File: config.mk
export PLATFORM = sky130hd
export DESIGN_NAME = track_player
export DESIGN_NICKNAME = d
export VERILOG_FILES = /design/src/rtl/track_player.sv
export SDC_FILE = /design/constraint.sdc
export NUM_CORES = 1
export LEC_CHECK = 0
export CAP_MARGIN = 20
export CORE_MARGIN = 8
export CORE_UTILIZATION = 55
export DETAILED_ROUTE_END_ITERATION = 8
export PLACE_DENSITY = 0.77
export SYNTH_ARGS = -nofsm -noshare
export SYNTH_HDL_FRONTEND = slang
export SYNTH_SLANG_ARGS = --single-unit
export TNS_END_PERCENT = 30
File: constraint.sdc
create_clock -name clk -period 3.7 [get_ports clk]
set_input_delay 0.37 -clock clk [delete_from_list [all_inputs] [get_ports clk]]
set_output_delay 0.37 -clock clk [all_outputs]
set_load 0.02 [all_outputs]
File: src/rtl/track_player.sv
// Square-wave track player: plays the one-hot selected track for a fixed duration,
// then returns a one-cycle done pulse and waits for the command to be released.
module track_player #(
  parameter int unsigned CNT_W  = 32,
  parameter int unsigned HALF_A = 50000,
  parameter int unsigned HALF_B = 40000,
  parameter int unsigned HALF_C = 30000,
  parameter int unsigned DUR    = 25000000
) (
  input  logic       clk,
  input  logic       rst,
  input  logic [2:0] cv,
  output logic       tone,
  output logic       done,
  output logic       busy,
  output logic [1:0] track,
  output logic       err
);

  if (HALF_A < 1 || HALF_B < 1 || HALF_C < 1 || DUR < 1) begin : g_bad_zero
    $error("track_player: HALF_x and DUR must be >= 1");
  end
  if (CNT_W < 1 || CNT_W > 32 ||
      64'(HALF_A) >= (64'd1 << CNT_W) || 64'(HALF_B) >= (64'd1 << CNT_W) ||
      64'(HALF_C) >= (64'd1 << CNT_W) || 64'(DUR) >= (64'd1 << CNT_W)) begin : g_bad_width
    $error("track_player: HALF_x and DUR must fit in CNT_W bits");
  end

  localparam logic [CNT_W-1:0] HalfA = CNT_W'(HALF_A);
  localparam logic [CNT_W-1:0] HalfB = CNT_W'(HALF_B);
  localparam logic [CNT_W-1:0] HalfC = CNT_W'(HALF_C);
  localparam logic [CNT_W-1:0] DurM1 = CNT_W'(DUR - 1);

  typedef enum logic [1:0] {StIdle, StPlay, StDone, StWaitRel} state_e;

  state_e           state_q;
  logic [CNT_W-1:0] dur_cnt_q;
  logic [CNT_W-1:0] half_cnt_q;
  logic [CNT_W-1:0] half_q;
  logic             one_hot;

  always_comb begin
    one_hot = (cv == 3'b100) || (cv == 3'b010) || (cv == 3'b001);
  end

  always_ff @(posedge clk) begin
    if (rst) begin
      state_q    <= StIdle;
      dur_cnt_q  <= '0;
      half_cnt_q <= '0;
      half_q     <= '0;
      tone       <= 1'b0;
      done       <= 1'b0;
      busy       <= 1'b0;
      track      <= 2'd0;
      err        <= 1'b0;
    end else begin
      done <= 1'b0;
      err  <= 1'b0;
      unique case (state_q)
        StIdle: begin
          if (one_hot) begin
            state_q    <= StPlay;
            busy       <= 1'b1;
            tone       <= 1'b0;
            dur_cnt_q  <= DurM1;
            half_cnt_q <= '0;
            case (cv)
              3'b100:  begin track <= 2'd1; half_q <= HalfA; end
              3'b010:  begin track <= 2'd2; half_q <= HalfB; end
              default: begin track <= 2'd3; half_q <= HalfC; end
            endcase
          end else if (cv != 3'b000) begin
            err <= 1'b1;
          end
        end
        StPlay: begin
          // Any nonzero cv keeps playing the latched track; only 000 aborts.
          if (cv == 3'b000) begin
            state_q <= StIdle;
            tone    <= 1'b0;
            busy    <= 1'b0;
            track   <= 2'd0;
          end else if (dur_cnt_q == '0) begin
            state_q <= StDone;
            tone    <= 1'b0;
            done    <= 1'b1;
          end else begin
            dur_cnt_q <= dur_cnt_q - 1'b1;
            if (half_cnt_q == half_q - 1'b1) begin
              half_cnt_q <= '0;
              tone       <= ~tone;
            end else begin
              half_cnt_q <= half_cnt_q + 1'b1;
            end
          end
        end
        StDone: begin
          state_q <= StWaitRel;
          busy    <= 1'b0;
        end
        StWaitRel: begin
          if (cv == 3'b000) begin
            state_q <= StIdle;
            track   <= 2'd0;
          end
        end
        default: state_q <= StIdle;
      endcase
    end
  end

endmodule
==> results.rst <==
.. list-table::
   :header-rows: 1

   * - Metric
     - Value
   * - Final routed DRC violation total
     - 0
   * - CP Capture Type
     - flop
   * - Power per cell area
     - 533 nW/um^2
   * - Worst Path Required
     - 3900 ps
   * - Most used flip-flop cell after synthesis
     - sky130_fd_sc_hd__dfxtp_1
   * - Number of hold-slack violations in the final timing report
     - 0
   * - Most frequent cells after synthesis
     - 78 x sky130_fd_sc_hd__dfxtp_1, 44 x sky130_fd_sc_hd__xor2_1, 41 x sky130_fd_sc_hd__nor2_1
   * - Met1 Usage GRT
     - 0.244
   * - Setup Slack @ Placement
     - 451 ps
   * - Placer's final routability congestion estimate
     - 0.829
   * - Static leakage
     - 1.65 nW
   * - Final-report max-slew violation count
     - 0
   * - Number of global-route vias before repair
     - 3586
   * - Initial Utilization
     - 0.560
   * - Antenna cell count
     - 0
   * - Status
     - completed
   * - Clock Sink Count
     - 78
   * - Type of the tightest min-delay check
     - primary input to flop
   * - Seq/Total Area, Yosys
     - 0.343
   * - Share of Yosys cell area claimed by the top area cell type
     - 0.343
   * - Remaining Overflow, GRT
     - 0
   * - Detailed-route wire length
     - 10400 um
   * - Number of different library cells in the post-synthesis netlist
     - 61
   * - Final instance count without filler cells
     - 636
   * - Number of vias after detailed routing
     - 4043
   * - Setup slack, reg-to-reg
     - 510 ps
   * - Most repeated cell in the gate-level netlist after synthesis
     - sky130_fd_sc_hd__dfxtp_1
   * - Total of cells resized after clock tree synthesis
     - 0
   * - Full die area
     - 11400 um^2
   * - Max Clock Freq
     - 0.314 GHz
   * - Syn_area_per_cell
     - 8.53 um^2
   * - Cell count after synthesis
     - 534
   * - Net Count, Synth
     - 549
   * - Post-detailed-placement cell area
     - 4660 um^2
   * - Area Overhead vs Synth
     - 7.14%
   * - Yosys warning count
     - 0
   * - Most congested layer reported by global routing
     - met2
   * - Cell area after synthesis
     - 4550 um^2
   * - Number of violations reported at the end of detailed-routing iteration 0
     - 290
   * - Overall power of the completed layout
     - 0.00260 W
   * - Pin count of the biggest net entering global routing
     - 62
   * - Width of the chip
     - 107 um
   * - Hold Path Sink
     - half_q[6]$_SDFFE_PP0P_
   * - Maximum level of the CTS H-tree
     - 3
   * - Clock skew
     - 10.6 ps
   * - Via density
     - 6.36
   * - Total routing usage reported by global routing
     - 0.184
   * - Async set-reset flop share out of synthesis
     - 0
   * - Largest fanout of any net on the critical path
     - 32
   * - Net count of the finished layout
     - 541
   * - Number of placed cells counting well taps
     - 620
   * - Latest clock arrival within the worst-skew pair
     - 360 ps
   * - Period utilization
     - 0.861
   * - Shortest clock period the worst path allows after layout
     - 3190 ps
   * - Remaining antenna violation count after routing
     - 0
   * - Clock transition time at the flip-flop clock pins of the worst setup and hold paths
     - 90 ps
   * - Routed length per placed instance
     - 16.4 um
   * - Reg-to-reg critical path startpoint
     - half_q[14]$_SDFFE_PP0P_
   * - Final sum of negative setup slack
     - 0 ps
   * - Met3 demand-to-capacity share in global routing
     - 0.0414
   * - Vertical extent of the die
     - 107 um
   * - Top cell type by total area after synthesis
     - sky130_fd_sc_hd__dfxtp_1
   * - Count of buffers added by post-CTS timing repair for setup
     - 0
   * - Hpwl dp
     - 7070 um
   * - Wire length of the first global-routing pass
     - 17400 um
   * - Port bufs
     - 10
   * - Standard-cell row count
     - 33
   * - Measured slew at the worst slew-check pin
     - 766 ps
   * - Worst hold path startpoint
     - rst
   * - Number of filler instances in the final layout
     - 702
   * - Setup repair after global routing missed its margin
     - false
   * - Top area cells in the synthesized netlist
     - sky130_fd_sc_hd__dfxtp_1 34%, sky130_fd_sc_hd__xor2_1 8.5%, sky130_fd_sc_hd__nand3_1 3.8%
   * - Category of the worst setup path launch point
     - flop
   * - First-pass detailed-route iteration total
     - 5
   * - Met2 Track Usage GR
     - 0.290
   * - Floorplan Core Area
     - 8130 um^2
   * - Clock buffer depth
     - 2
   * - CP arrival
     - 3390 ps
   * - Cts bufs inserted
     - 9
   * - Number of primary I/O pins
     - 11
   * - Endpoints failing setup
     - 0
   * - Number of cells traversed by the worst register-to-register path
     - 13
   * - Critical path class
     - flop to flop
   * - Slack of the critical path
     - 514 ps
   * - Layout cell share with drive strength beyond 1
     - 0.0942
   * - Antenna violations before repair
     - 0
   * - Master cell of the clock root buffer
     - sky130_fd_sc_hd__clkbuf_8
   * - Number of stages on the worst hold path
     - 4
   * - Number of storage elements in the synthesis netlist
     - 78
   * - Clock tree from TritonCTS
     - built
   * - End of the worst register-to-register path
     - half_cnt_q[21]$_SDFFE_PP0P_
   * - Maximum VDD drop
     - 247 uV
   * - Number of enable flip-flop cells after synthesis
     - 0
   * - Post-Layout Inst Area
     - 4880 um^2
   * - Worst slew margin relative to its limit
     - 0.484
   * - Number of buffers added to fix hold violations after cts
     - 0
   * - Max-cap violation count
     - 0
==> per-stage QoR <==
step | utilization | hold slack (ps)
2_1_floorplan | - | 461
3_3_place_gp | 0.573 | 442
3_5_place_dp | 0.573 | 453
4_1_cts | 0.600 | 355
5_1_grt | 0.600 | 368
6_report | 0.600 | 349
==> power breakdown <==
part           leakage, nW  internal, W  switching (W)
clock network        0.106     0.000382       0.000338
registers            0.635     0.000932      0.0000945
logic                0.906     0.000316       0.000539
==> cell usage in the layout (no fill, tap or decap), types with 13 or more instances in the layout <==
cell type                  count
sky130_fd_sc_hd__o21ai_0      13
sky130_fd_sc_hd__xor2_1       44
sky130_fd_sc_hd__nor2_1       41
sky130_fd_sc_hd__nand3_1      35
sky130_fd_sc_hd__inv_1        15
sky130_fd_sc_hd__dfxtp_1      78
sky130_fd_sc_hd__a211oi_1     13
sky130_fd_sc_hd__or3_1        13
sky130_fd_sc_hd__nor3_1       15
sky130_fd_sc_hd__nand2_1      29
sky130_fd_sc_hd__a21oi_1      28
sky130_fd_sc_hd__nand4_1      23
==> metal layers <==
layer / routed length (um) / up-vias / part of all wire
met4: 132 / 0 / 0.013
met3: 518 / 14 / 0.050
met2: 4830 / 103 / 0.46
li1: - / 1977 / -
met5: 0 / - / 0
met1: 4950 / 1949 / 0.47
==> critical path, cell delays in order (launching register included) <==
cell	delay, ps
sky130_fd_sc_hd__dfxtp_1	360
sky130_fd_sc_hd__inv_1	160
sky130_fd_sc_hd__ha_1	220
sky130_fd_sc_hd__nor3b_1	370
sky130_fd_sc_hd__nand2_1	90
sky130_fd_sc_hd__inv_1	80
sky130_fd_sc_hd__ha_1	230
sky130_fd_sc_hd__xor2_1	130
sky130_fd_sc_hd__nand3_1	80
sky130_fd_sc_hd__nor3_1	200
sky130_fd_sc_hd__o2111ai_1	250
sky130_fd_sc_hd__o31ai_4	270
sky130_fd_sc_hd__buf_4	400
sky130_fd_sc_hd__a221oi_1	180
==> registers in the layout, indices dropped and copies added, names as in the netlist, named ones only <==
name        cells
half_q          6
track           2
busy            1
done            1
dur_cnt_q      32
tone            1
half_cnt_q     32
err             1
state_q         1
==> area by class of cell <==
type                       count  area [um^2]  share of cell area
clock buffer                   9          124              0.0254
clock inverter                 7         97.6              0.0200
multi-input combinational    406         2770               0.567
sequential                    78         1560               0.320
tap                          105          131              0.0269
timing repair buffer          16          140              0.0287
inverter                      15         56.3              0.0115
==> cells by family (layout without fill, tap and decap cells) <==
kind of cell	count (synthesis)	after routing	synth area share
AO/OA/AOI/OAI	112	112	0.181
XOR/XNOR	55	55	0.106
adder cells (fa/ha/maj)	11	11	0.0300
buffers and inverters	50	47	0.0511
flip-flops	78	78	0.343
multiplexers	6	6	0.0162
AND/OR/NAND/NOR	222	222	0.273
==> worst max path at each step <==
| stage | startpoint | endpoint | cells after the start |
|---|---|---|---|
| 5_1_grt | half_q[14]$_SDFFE_PP0P_ | half_cnt_q[21]$_SDFFE_PP0P_ | 13 |
| 2_1_floorplan | half_q[14]$_SDFFE_PP0P_ | half_cnt_q[10]$_SDFFE_PP0P_ | 13 |
| 3_5_place_dp | cv[1] | half_cnt_q[24]$_SDFFE_PP0P_ | 7 |
| 4_1_cts | half_q[14]$_SDFFE_PP0P_ | half_cnt_q[21]$_SDFFE_PP0P_ | 13 |
| 3_3_place_gp | cv[1] | half_cnt_q[24]$_SDFFE_PP0P_ | 7 |
| 6_report | half_q[14]$_SDFFE_PP0P_ | half_cnt_q[21]$_SDFFE_PP0P_ | 13 |
No activity file was read; power rests on OpenSTA's default activity.
